[src/rtl/llc_req_in_queue.sv]
// llc_req_in_queue
// Elastic in-order request FIFO between the NoC request plane and the LLC input
// decoder. Requests enter when llc_req_in_valid meets the registered
// llc_req_in_ready. The oldest entry is presented on llc_req_in_valid_int and
// req_in_*. The decoder pops it with llc_req_in_ready_int.
// All status outputs come from registers, so NoC-side ready never depends
// combinationally on decoder-side ready.
module llc_req_in_queue #(
  parameter int DEPTH          = 4,
  parameter int MSG_W          = 5,
  parameter int ID_W           = 6,
  parameter int LINE_ADDR_BITS = 32,
  parameter int AF_LEVEL       = DEPTH - 1,
  localparam int PTR_W         = $clog2(DEPTH),
  localparam int OCC_W         = $clog2(DEPTH + 1)
) (
  input  logic                      clk,
  input  logic                      rst,
  input  logic                      llc_req_in_valid,
  output logic                      llc_req_in_ready,
  input  logic [MSG_W-1:0]          llc_req_in_msg,
  input  logic [LINE_ADDR_BITS-1:0] llc_req_in_addr,
  input  logic [ID_W-1:0]           llc_req_in_id,
  output logic                      llc_req_in_valid_int,
  input  logic                      llc_req_in_ready_int,
  output logic [MSG_W-1:0]          req_in_msg,
  output logic [LINE_ADDR_BITS-1:0] req_in_addr,
  output logic [ID_W-1:0]           req_in_id,
  output logic [OCC_W-1:0]          occupancy,
  output logic                      almost_full
);

  localparam int ENTRY_W = MSG_W + LINE_ADDR_BITS + ID_W;

  localparam logic [OCC_W-1:0] OCC_FULL = OCC_W'(DEPTH);
  localparam logic [OCC_W-1:0] OCC_AF   = OCC_W'(AF_LEVEL);
  localparam logic [OCC_W-1:0] OCC_ONE  = OCC_W'(1);
  localparam logic [OCC_W-1:0] OCC_ZERO = OCC_W'(0);
  localparam logic [PTR_W-1:0] PTR_LAST = PTR_W'(DEPTH - 1);
  localparam logic [PTR_W-1:0] PTR_ONE  = PTR_W'(1);
  localparam logic [PTR_W-1:0] PTR_ZERO = PTR_W'(0);

  // Entry storage is deliberately not reset; occupancy alone defines validity
  logic [ENTRY_W-1:0] r_mem [DEPTH];

  logic [PTR_W-1:0] r_wr_ptr;
  logic [PTR_W-1:0] r_rd_ptr;
  logic [OCC_W-1:0] r_occ;
  logic             r_ready;
  logic             r_valid_int;
  logic             r_af;

  logic             w_push;
  logic             w_pop;
  logic [OCC_W-1:0] w_occ_nxt;
  logic [PTR_W-1:0] w_wr_ptr_nxt;
  logic [PTR_W-1:0] w_rd_ptr_nxt;
  logic [ENTRY_W-1:0] w_head;

  assign w_push = llc_req_in_valid && r_ready;
  assign w_pop  = r_valid_int && llc_req_in_ready_int;
  assign w_head = r_mem[r_rd_ptr];

  // Next occupancy and pointer values from push/pop; pointers wrap by explicit compare
  always_comb begin
    w_occ_nxt    = r_occ;
    w_wr_ptr_nxt = r_wr_ptr;
    w_rd_ptr_nxt = r_rd_ptr;
    case ({w_push, w_pop})
      2'b10:   w_occ_nxt = r_occ + OCC_ONE;
      2'b01:   w_occ_nxt = r_occ - OCC_ONE;
      default: w_occ_nxt = r_occ;
    endcase
    if (w_push) begin
      if (r_wr_ptr == PTR_LAST) begin
        w_wr_ptr_nxt = PTR_ZERO;
      end else begin
        w_wr_ptr_nxt = r_wr_ptr + PTR_ONE;
      end
    end else begin
      w_wr_ptr_nxt = r_wr_ptr;
    end
    if (w_pop) begin
      if (r_rd_ptr == PTR_LAST) begin
        w_rd_ptr_nxt = PTR_ZERO;
      end else begin
        w_rd_ptr_nxt = r_rd_ptr + PTR_ONE;
      end
    end else begin
      w_rd_ptr_nxt = r_rd_ptr;
    end
  end

  // Write the accepted request into the slot at the write pointer
  always_ff @(posedge clk) begin
    if (w_push) begin
      r_mem[r_wr_ptr] <= {llc_req_in_msg, llc_req_in_addr, llc_req_in_id};
    end
  end

  // Pointers, occupancy and registered status flags; ready stays low while in reset
  always_ff @(posedge clk or negedge rst) begin
    if (!rst) begin
      r_wr_ptr    <= PTR_ZERO;
      r_rd_ptr    <= PTR_ZERO;
      r_occ       <= OCC_ZERO;
      r_ready     <= 1'b0;
      r_valid_int <= 1'b0;
      r_af        <= 1'b0;
    end else begin
      r_wr_ptr    <= w_wr_ptr_nxt;
      r_rd_ptr    <= w_rd_ptr_nxt;
      r_occ       <= w_occ_nxt;
      r_ready     <= (w_occ_nxt != OCC_FULL);
      r_valid_int <= (w_occ_nxt != OCC_ZERO);
      r_af        <= (w_occ_nxt >= OCC_AF);
    end
  end

  // Head fields are forced to zero while the queue is empty so that stale storage never leaks out
  always_comb begin
    if (r_valid_int) begin
      req_in_msg  = w_head[ENTRY_W-1 -: MSG_W];
      req_in_addr = w_head[ID_W +: LINE_ADDR_BITS];
      req_in_id   = w_head[ID_W-1:0];
    end else begin
      req_in_msg  = {MSG_W{1'b0}};
      req_in_addr = {LINE_ADDR_BITS{1'b0}};
      req_in_id   = {ID_W{1'b0}};
    end
  end

  assign llc_req_in_ready     = r_ready;
  assign llc_req_in_valid_int = r_valid_int;
  assign occupancy            = r_occ;
  assign almost_full          = r_af;

endmodule

[config.mk]
export PLATFORM = sky130hd
export DESIGN_NAME = llc_req_in_queue
export DESIGN_NICKNAME = d
export VERILOG_FILES = /design/src/rtl/llc_req_in_queue.sv
export SDC_FILE = /design/constraint.sdc
export NUM_CORES = 1
export LEC_CHECK = 0
export CAP_MARGIN = 20
export CORE_ASPECT_RATIO = 0.75
export CORE_MARGIN = 1
export CORE_UTILIZATION = 35
export DETAILED_ROUTE_END_ITERATION = 10
export MAX_ROUTING_LAYER = met4
export PLACE_DENSITY = 0.66
export SYNTH_ARGS = -nofsm -noshare
export SYNTH_HDL_FRONTEND = slang
export SYNTH_SLANG_ARGS = --single-unit
export TNS_END_PERCENT = 50
[constraint.sdc]
create_clock -name clk -period 5.9 [get_ports clk]
set_input_delay 1.77 -clock clk [delete_from_list [all_inputs] [get_ports clk]]
set_output_delay 1.77 -clock clk [all_outputs]
set_load 0.01 [all_outputs]
## Yosys cells after proc, flatten, opt, wreduce, memory -nomap -nowiden

Memories as Yosys holds them, arrays and structs flattened.
Index checks and enable logic that the tools add are counted.

- Register bits after elaboration: 10
- Bits in writable memories: 172
- Input port bits: 47
- Output and inout bits: 49
- Word-level logic and storage cells: 28
- Memories kept: 1

Memory list:

| name | depth | bits a word | read ports | clocked after memory_dff | write ports | RTL line | text |
|---|---|---|---|---|---|---|---|
| r_mem | 4 | 43 | 1 | 0 | 1 | 44 | `logic [ENTRY_W-1:0] r_mem [DEPTH];` |

- Add/subtract/negate cells: 4
- Order comparisons: 1
- Equal/unequal tests: 5
- Muxes and demuxes: 8
- Reductions and logical operators: 3

Operators by type and width:

| operator | count |
|---|---|
| $mux W32 | 1 |
| $eq A2 B2 Y1 const B | 3 |
| $mux W6 | 1 |
| $pmux W3 S2 | 1 |
| $mux W5 | 1 |
| $add A2 B1 Y2 const B | 2 |
| $mux W2 | 2 |
| $add A3 B1 Y3 const B | 1 |
| $ge A3 B2 Y1 const B | 1 |
| $ne A3 B3 Y1 const B | 1 |
| $reduce_bool A3 Y1 | 1 |
| $sub A3 B1 Y3 const B | 1 |
| $eq A2 B1 Y1 const B | 1 |
| $logic_and A1 B1 Y1 | 2 |
| $mux W1 | 2 |

## Longest topological paths before layout

Gate-level depths: netlist (run 1).

- Depth in word-level cells: 4
- Gate-level depth with buffers: 7
- Gate-level depth less buffers: 7

## Worst setup path before layout (run 1)

No wires, ideal clock.

- Path type: in2reg
- Start: in llc_req_in_valid
- End: mem r_mem[0][0] (netlist bit), enable pin
- Library setup time: 0.405 ns
- Arrival: 2.851 ns
- Required time: 5.495 ns
- Slack: 2.644 ns
- Cell stages on the path: 1
- Path buffers: 0
- Cell sequence: and3_1

- Longest elaborated chain between the ends: 3

RTL lines:

| what | RTL line | text |
|---|---|---|
| start, declared | 19 | `input logic llc_req_in_valid,` |
| $logic_and A1 B1 Y1 | 60 | `assign w_push = llc_req_in_valid && r_ready;` |
| $mux W1 | 96 | `if (w_push) begin` |
| $mux W1 (implied by the code) | 97 | `r_mem[r_wr_ptr] <= {llc_req_in_msg, llc_req_in_addr, llc_req_in_id};` |
| end, declared | 44 |  |

Every way passes these cells.

## Final worst setup path (run 1)

- Start: reg r_rd_ptr[0]
- End: out req_in_id[5]

- Longest elaborated chain between the ends: 2

RTL lines:

| what | RTL line | text |
|---|---|---|
| start, declared | 47 | `logic [PTR_W-1:0] r_rd_ptr;` |
| start signal, assigned | 112 | `r_rd_ptr <= w_rd_ptr_nxt;` |
| $mem_v2 Z4 W43 | n/a |  |
| $mux W6 | 122 | `if (r_valid_int) begin` |
| end, declared | 28 | `output logic [ID_W-1:0] req_in_id,` |

Every way passes these cells.

==> out/qor.csv, run 1 <==
stage,metric,value,unit
status,outcome,"complete, but fails checks",
status,violations,DRC,
hold_path,hold_class,register to register,
cells_and_area,nFillCells,1690,
floorplan,initial_core_util,36.2,%
yosys,ys.flop_type,edfxtp_1,
setup_path,timing.rr.start,llc_req_in_valid_int,
setup_path,start_kind,register,
pwr,p_leak,2.91,nW
yosys,synth_edf_count,172,
pwr,p_per_area,488,nW/um2
cells_and_area,nNetsFinal,479,
setup_path,critPathMaxFanout,46,
yosys,syn_area,7090,um2
timing,max_freq,220,MHz
routing,drc,5,
floorplan,die_h,125,um
grt,grt_overflow,0,
flow_run,maxCapViolCount,0,
setup_path,cp_data_arrival_time,2770,ps
clock_tree,cts_buffer_depth,2,
timing,holdWs,581,ps
cells_and_area,stdcell_area,8830,um2
yosys,synth_top_area_share,72.9,%
clock_tree,tritoncts,built,
hold_path,hold_end,r_wr_ptr[0],
timing,finalClockSkew,7.40,ps
clock_tree,numCtsBuffers,17,
timing,finalHoldViolCount,0,
yosys,ys_async_sr_fraction,5.49,%
hold_path,hp-start,r_wr_ptr[0],
cells_and_area,n_antenna_cell,0,
pwr,ir_drop,0.000242,V
setup_path,cp_data_required_time,4130,ps
placed_design,dp_slack,1720,ps
routing,dr.pass1.iters,7,
timing,worst_slew_pin_slew,914,ps
routing,wirelength,12500,um
setup_path,rrSetupSlack,3540,ps
floorplan,die_x,166,um
floorplan,core,19600,um2
grt,grt_pass1_vias,3645,
timing,slew_headroom,39.1,%
setup_path,worstSetupPathType,register to output port,
clock_tree,post_cts_buffers,0,
setup_path,worstSetupEndpointType,output port,
clock_tree,cts_sinks,182,
timing,final-setup-viol-count,0,
floorplan,die-area,20800,um2
grt,antenna_found_initial,0,
yosys,yosysTopAreaCell,edfxtp_1,
yosys,synthCells,319,
routing,ant_nets,0,
setup_path,slowest_delay,1020,ps
timing,fin_crit_sh,76.9,%
setup_path,r2r-end,llc_req_in_valid_int,
yosys,syn_nets,373,
clock_tree,htreeDepth,4,
placed_design,placed_cell_area,8270,um2
timing,drv_slew,0,
yosys,ys_ff_latch,182,
grt,grt_usage,13.4,%
timing,period_minus_slack,4540,ps
timing,rsz0062_at_grt,no,
setup_path,reg2regPathDepth,8,
yosys,ys_types,24,
setup_path,slowest_stage,dfrtp_4,
clock_tree,root_buffer,clkbuf_16,
yosys,synth_area_leaders,"edfxtp_1 73%, mux4_2 12%, and2_1 3.8%",
placed_design,place_hpwl,7570,um
routing,via_per_inst,4.77,
routing,wire_per_inst,18.2,um
clock_tree,clock_latency,410,ps
routing,drtIter0Drc,151,
floorplan,rows,44,
placed_design,routabilityCongestion,0.695,
yosys,syn-mean-instance-area,22.2,um2
timing,layout_setup_ws,1360,ps
yosys,synth_warnings,0,
yosys,ys_seq_area_share,76.4,%
grt,grt_pass1_wl,19900,um
timing,finalSetupTns,0,ps
cells_and_area,drive_above_1_share,18.7,%
cells_and_area,syn_to_final_growth,24.6,%
clock_tree,clkSlewWorstSetupHoldPaths,60,ps
floorplan,io_pins,96,
clock_tree,cts_hold_buf,0,
routing,dr_total_vias,3297,
placed_design,io_buffers,95,
setup_path,path_cells,mux4_1 -> and2_1 -> clkdlybuf4s50_1,
grt,grt_start_max_net_pins,47,
hold_path,hold_depth,1,
clock_tree,ctsResizeCount,0,
cells in the mapped netlist, types with 2 or more instances:
library cell and number:
and2_1 43, and3_1 4, inv_1 3, clkbuf_1 5, nor3_1 2, buf_2 5, dfrtp_1 10, mux4_1 5
nand2_1 4, nand3_1 2, mux4_2 38, xnor2_1 3, buf_12 4, edfxtp_1 172, mux2_2 3, a21o_1 3
ha_1 6
how the worst max path moves through the flow:
stage | startpoint | to | cells after the start
2_1_floorplan | llc_req_in_valid | r_mem[0][0] | 1
3_3_place_gp | r_rd_ptr[0] | req_in_addr[31] | 3
3_5_place_dp | r_rd_ptr[0] | req_in_id[5] | 3
4_1_cts | r_rd_ptr[0] | req_in_id[5] | 3
5_1_grt | r_rd_ptr[0] | req_in_id[5] | 3
6_report | r_rd_ptr[0] | req_in_id[5] | 3
cells by family after synthesis:
family	Yosys count	share of synthesized area, %
fa+ha+maj	7	1.34
buf+inv	18	2.07
compound gates	5	0.512
flops	182	76.4
simple gates	58	4.89
xor+xnor	3	0.371
mux	46	14.4
where the power goes:
part / internal [W] / switching [W] / leakage (nW)
logic: 0.000867 / 0.000564 / 0.969
clock network: 0.000537 / 0.000455 / 0.248
registers: 0.00169 / 0.000195 / 1.69
total: 0.00309 / 0.00121 / 2.91
per-layer routing:
layer	track usage [%]	share of wire (%)	up-vias	routed length (um)
met2	20.6	47	83	5960
met3	4.53	5.2	8	653
met1	16.8	47	1699	5840
met5	-	0	-	0
met4	3.92	0.73	0	91
li1	-	-	1507	-
critical path: cells and delay by family (launching register included):
kind,cells,cell delay [ps]
AND/OR/NAND/NOR,1,170
flip-flops,1,1020
buffers and inverters,1,470
multiplexers,1,660
cells in the final DEF (no fill, tap or decap), types with 2 or more instances in the layout:
cell / count
a21o_1: 3
and2_1: 43
and3_2: 4
buf_4: 5
clkbuf_1: 3
clkbuf_16: 17
clkdlybuf4s50_1: 95
clkinv_2: 4
clkinv_4: 2
clkinvlp_4: 3
dfrtp_1: 8
edfxtp_1: 172
ha_1: 6
inv_1: 3
inv_6: 2
mux2_2: 3
mux4_1: 5
mux4_2: 38
nand2_1: 4
nand3_1: 2
nor3_1: 2
xnor2_1: 3
flip-flops by register name (all words and copies together) (netlist names):
| name | cells |
|---|---|
| llc_req_in_valid_int | 1 |
| r_rd_ptr | 2 |
| almost_full | 1 |
| occupancy | 3 |
| r_wr_ptr | 2 |
| r_mem | 172 |
| llc_req_in_ready | 1 |
per-stage QoR:
step,util (%),instances,power (W)
after global routing,45.1,691,0.00453
after CTS,44.8,689,0.00436
final,45.1,691,0.00431
after detailed placement,42.2,657,0.00336
after floorplan,-,319,0.00273
after global placement,42.2,657,0.00332
cell type report:
cell class	count	area, um2	share of cell area, %
sequential	182	5420	61.4
multi-input combinational	119	1530	17.3
timing repair buffer	102	1040	11.7
clock buffer	20	437	4.94
tap	253	317	3.58
clock inverter	12	81.3	0.921
inverter	3	11.3	0.127
Power figures use the tool's default switching activity.
==> inputs of run 2 (changes only) <==
--- a/config.mk
+++ b/config.mk
@@ -11,7 +11,7 @@
 export CORE_UTILIZATION = 35
 export DETAILED_ROUTE_END_ITERATION = 10
 export MAX_ROUTING_LAYER = met4
-export PLACE_DENSITY = 0.66
+export PLACE_DENSITY = 0.68
 export SYNTH_ARGS = -nofsm -noshare
 export SYNTH_HDL_FRONTEND = slang
 export SYNTH_SLANG_ARGS = --single-unit
==> constraint.sdc (replaced) <==
create_clock -name clk -period 3.85 [get_ports clk]
set_input_delay 1.155 -clock clk [delete_from_list [all_inputs] [get_ports clk]]
set_output_delay 1.155 -clock clk [all_outputs]
set_load 0.01 [all_outputs]
==> out/qor.csv, run 2 (same netlist as run 1, synthesis figures left out) <==
stage,metric,value,unit
pwr,pwr-share-clk,25.2,%
pwr,power_frac_seq,40.1,%
grt,grt_pass1_vias,3723,
cells_and_area,seqCellArea,5420,um2
cells_and_area,layout_commonest_cell,edfxtp_1,
clock_tree,root_buffer,clkbuf_16,
timing,worst_slew_pin_slew,573,ps
clock_tree,tritoncts,built,
cells_and_area,multiInputGateArea,1530,um2
hold_path,hold_class,register to register,
floorplan,initial_core_util,36.2,%
clock_tree,htreeDepth,4,
setup_path,critPathMaxFanout,16,
grt,grt_start_max_net_pins,28,
clock_tree,post_cts_buffers,0,
floorplan,io_pins,96,
clock_tree,cts_sinks,182,
placed_design,routabilityCongestion,0.694,
clock_tree,cts_hold_buf,0,
routing,dr.pass1.iters,8,
status,violations,DRC,
timing,fin_crit_sh,95.3,%
routing,via_per_inst,4.83,
routing,dr_total_vias,3367,
clock_tree,clock_latency,420,ps
grt,grt_usage,14.2,%
floorplan,die_h,125,um
setup_path,worstSetupPathType,register to output port,
cells_and_area,drive_above_1_share,20.1,%
setup_path,cp_data_arrival_time,2520,ps
clock_tree,ctsResizeCount,0,
pwr,ir_drop,0.000396,V
routing,drc,8,
floorplan,die_x,166,um
setup_path,worstSetupEndpointType,output port,
pwr,intPower,0.00501,W
timing,finalClockSkew,8.78,ps
timing,finalHoldViolCount,0,
floorplan,rows,44,
grt,grt_overflow,0,
timing,holdWs,577,ps
setup_path,cp_data_required_time,2690,ps
timing,slew_headroom,61.8,%
clock_tree,numCtsBuffers,17,
cells_and_area,nNetsFinal,484,
pwr,power_switching,0.00195,W
clock_tree,clkSlewWorstSetupHoldPaths,70,ps
cells_and_area,largest_register,r_mem,
timing,drv_slew,0,
cells_and_area,nFillCells,1644,
routing,drtIter0Drc,225,
placed_design,io_buffers,95,
pwr,comb_power_share,34.7,%
pwr,p_sw_share,28.0,%
floorplan,core,19600,um2
flow_run,maxCapViolCount,0,
grt,grt_pass1_wl,20900,um
floorplan,die-area,20800,um2
routing,wire_per_inst,19.4,um
timing,rsz0062_at_grt,no,
routing,wirelength,13500,um
placed_design,place_hpwl,8440,um
timing,period_minus_slack,3670,ps
grt,antenna_found_initial,1,
cells_and_area,largest_reg_flops,172,
timing,finalSetupTns,0,ps
status,outcome,"complete, but fails checks",
cells_and_area,final_cell_mix,"172 x edfxtp_1, 95 x clkdlybuf4s50_1, 43 x and2_1",
cells_and_area,syn_to_final_growth,27.0,%
timing,final-setup-viol-count,0,
routing,ant_nets,0,
timing,max_freq,272,MHz
setup_path,start_kind,register,
pwr,p_per_area,773,nW/um2
clock_tree,cts_buffer_depth,2,
pwr,p_leak,2.98,nW
-- run 2: changes by cell type in the layout (fill, tap and decap cells not counted), moves of 2 or more --
cell and delta:
buf_12 +5, bufinv_16 +3, clkbuf_1 -3, clkinv_2 -3
clkinv_4 +2
-- run 2: worst paths after layout --
check / startpoint / slack, ps / depth (start not counted) / end
min in group asynchronous: rst / 1060 / 1 / almost_full
hold / removal: r_wr_ptr[0] / 580 / 1 / r_wr_ptr[0]
setup / recovery: r_rd_ptr[0] / 180 / 4 / req_in_addr[31]
hold reg to reg: r_wr_ptr[0] / 580 / 1 / r_wr_ptr[0]
setup reg to reg: llc_req_in_valid_int / 1620 / 8 / llc_req_in_valid_int
max in group asynchronous: rst / 2420 / 1 / r_rd_ptr[0]
-- run 2: per-stage QoR --
step	area (um2)	std cells	utilization (%)	setup slack (ps)	total power [W]
6_report	9000	697	45.9	180	0.00696
5_1_grt	9000	697	45.9	61.1	0.00730
4_1_cts	9000	696	45.9	135	0.00705
3_5_place_dp	8390	664	42.8	557	0.00529
3_3_place_gp	8390	664	42.8	612	0.00523
2_1_floorplan	7090	319	-	1210	0.00418
-- run 2: per-layer routing --
layer	up-vias	part of all wire [%]	global-route usage, %	wire length [um]
li1	1519	-	-	-
met1	1751	46	17.7	6160
met2	91	47	22.0	6380
met3	6	6.4	5.13	863
met4	0	0.67	3.59	91
met5	-	0	-	0
-- run 2: power groups by stage --
stage	Sequential, W	Combinational [W]	Clock, W
global route	0.00283	0.00261	0.00186
floorplan	0.00273	0.00145	0
finish	0.00279	0.00242	0.00175
detailed placement	0.00284	0.00245	0
CTS	0.00280	0.00247	0.00178
global placement	0.00281	0.00243	0
-- run 2: area by class of cell --
| type | count | area share [%] |
|---|---|---|
| Tap cell | 253 | 3.52 |
| Clock buffer | 17 | 4.73 |
| Antenna cell | 1 | 0.0278 |
| Clock inverter | 15 | 1.99 |
| Timing Repair Buffer | 107 | 12.4 |
| Sequential cell | 182 | 60.2 |
| Inverter | 3 | 0.125 |
| Multi-Input combinational cell | 119 | 17.0 |
-- run 2: critical path, cell delays in order, from the launching register on --
cell	delay (ps)
dfrtp_4	630
buf_4	270
mux4_1	550
and2_1	170
clkdlybuf4s50_1	480
==> inputs of run 3 (changes only) <==
--- a/config.mk
+++ b/config.mk
@@ -6,7 +6,7 @@
 export NUM_CORES = 1
 export LEC_CHECK = 0
 export CAP_MARGIN = 20
-export CORE_ASPECT_RATIO = 0.75
+export CORE_ASPECT_RATIO = 1.2
 export CORE_MARGIN = 1
 export CORE_UTILIZATION = 35
 export DETAILED_ROUTE_END_ITERATION = 10
==> out/qor.csv, run 3 (same netlist as run 1, synthesis figures left out) <==
stage,metric,value,unit
cells_and_area,nNetsFinal,481,
floorplan,rows,56,
grt,grt_start_max_net_pins,44,
grt,grt_pass1_vias,3658,
timing,fin_crit_sh,93.7,%
floorplan,die_h,158,um
hold_path,hold_class,register to register,
routing,wire_per_inst,18.7,um
placed_design,place_hpwl,7660,um
pwr,ir_drop,0.000350,V
cells_and_area,syn_to_final_growth,26.8,%
timing,layout_setup_ws,244,ps
cells_and_area,drive_above_1_share,19.1,%
grt,grt_pass1_wl,20500,um
flow_run,maxCapViolCount,0,
floorplan,initial_core_util,36.0,%
pwr,power.total,0.00691,W
timing,max_freq,277,MHz
grt,grt_overflow,0,
routing,wirelength,13100,um
grt,antenna_found_initial,0,
placed_design,dp_slack,410,ps
timing,finalSetupTns,0,ps
clock_tree,tritoncts,built,
pwr,p_per_area,769,nW/um2
clock_tree,numCtsBuffers,17,
cells_and_area,largest_reg_flops,172,
timing,drv_slew,0,
timing,finalHoldViolCount,0,
placed_design,routabilityCongestion,0.713,
routing,dr.pass1.iters,6,
hold_path,hold_depth,1,
placed_design,io_buffers,95,
floorplan,io_pins,96,
setup_path,rrSetupSlack,1820,ps
cells_and_area,largest_register,r_mem,
setup_path,cp_data_arrival_time,2450,ps
floorplan,die-area,20800,um2
setup_path,start_kind,register,
clock_tree,clkSlewWorstSetupHoldPaths,60,ps
routing,via_per_inst,4.72,
cells_and_area,nFillCells,1630,
placed_design,placed_cell_area,8370,um2
setup_path,worstSetupEndpointType,output port,
clock_tree,root_buffer,clkbuf_16,
cells_and_area,final_cell_mix,"172 x edfxtp_1, 95 x clkdlybuf4s50_1, 43 x and2_1",
timing,rsz0062_at_grt,no,
timing,final-setup-viol-count,0,
timing,slew_headroom,67.3,%
clock_tree,htreeDepth,4,
timing,period_minus_slack,3610,ps
clock_tree,cts_buffer_depth,2,
setup_path,cp_data_required_time,2690,ps
timing,finalClockSkew,8.37,ps
clock_tree,clock_latency,420,ps
setup_path,reg2regPathDepth,7,
routing,drc,0,
pwr,p_leak,2.97,nW
routing,ant_nets,0,
floorplan,core,19700,um2
setup_path,worstSetupPathType,register to output port,
setup_path,critPathMaxFanout,16,
cells_and_area,stdcell_area,8980,um2
floorplan,die_x,132,um
routing,drtIter0Drc,256,
cells_and_area,layout_commonest_cell,edfxtp_1,
status,outcome,completed,
clock_tree,cts_hold_buf,0,
grt,grt_usage,13.9,%
timing,worst_slew_pin_slew,490,ps
routing,dr_total_vias,3316,
clock_tree,cts_sinks,182,
run 3: cell types whose count changed in the layout (fill, tap and decap cells not counted), sizes merged:
cell      change
buf           -3
clkbuf        +2
inv           -1
clkinvlp      -1
run 3: cell type report:
cell class | count | area (um2) | share of cell area (%)
Sequential cell | 182 | 5420 | 60.3
Multi-Input combinational cell | 119 | 1530 | 17.0
Timing Repair Buffer | 104 | 1110 | 12.3
Clock buffer | 19 | 433 | 4.82
Tap cell | 261 | 327 | 3.64
Clock inverter | 13 | 154 | 1.71
Inverter | 3 | 11.3 | 0.125
Antenna cell | 1 | 2.50 | 0.0279
run 3: final timing paths:
kind,from,end
setup / recovery,r_rd_ptr[0],req_in_addr[25]
hold / removal,r_wr_ptr[1],r_wr_ptr[1]
setup reg to reg,llc_req_in_valid_int,llc_req_in_valid_int
hold reg to reg,r_wr_ptr[1],r_wr_ptr[1]
max in group asynchronous,rst,r_rd_ptr[0]
min in group asynchronous,rst,llc_req_in_ready
run 3: power breakdown:
group / switching (W) / leakage [nW] / total [W] / internal, W
logic: 0.00100 / 0.991 / 0.00239 / 0.00139
registers: 0.000188 / 1.69 / 0.00278 / 0.00259
clock network: 0.000718 / 0.288 / 0.00174 / 0.00102
run 3: critical path: stages, from the launching register on:
cell	delay, ps
dfrtp_4	630
buf_12	230
mux4_2	520
and2_1	180
clkdlybuf4s50_1	480
run 3: through the flow:
step	std cells	hold slack, ps	util [%]
after floorplan	319	527	-
after global placement	668	542	42.5
after detailed placement	668	569	42.5
after CTS	701	584	45.6
after global routing	701	617	45.6
final	702	578	45.6
run 3: what timing repair did:
| action | 4_1_cts | 5_1_grt |
|---|---|---|
| setup buffers | 1 | 0 |
| gates resized for setup | 0 | 0 |
| setup endpoints to repair | 17 | 0 |
run 3: routing by layer:
| metal | track usage, % | wire length [um] | vias up |
|---|---|---|---|
| met4 | 5.04 | 198 | 0 |
| li1 | - | - | 1513 |
| met5 | - | 0 | - |
| met1 | 16.2 | 5750 | 1711 |
| met2 | 22.5 | 6540 | 73 |
| met3 | 4.51 | 621 | 19 |
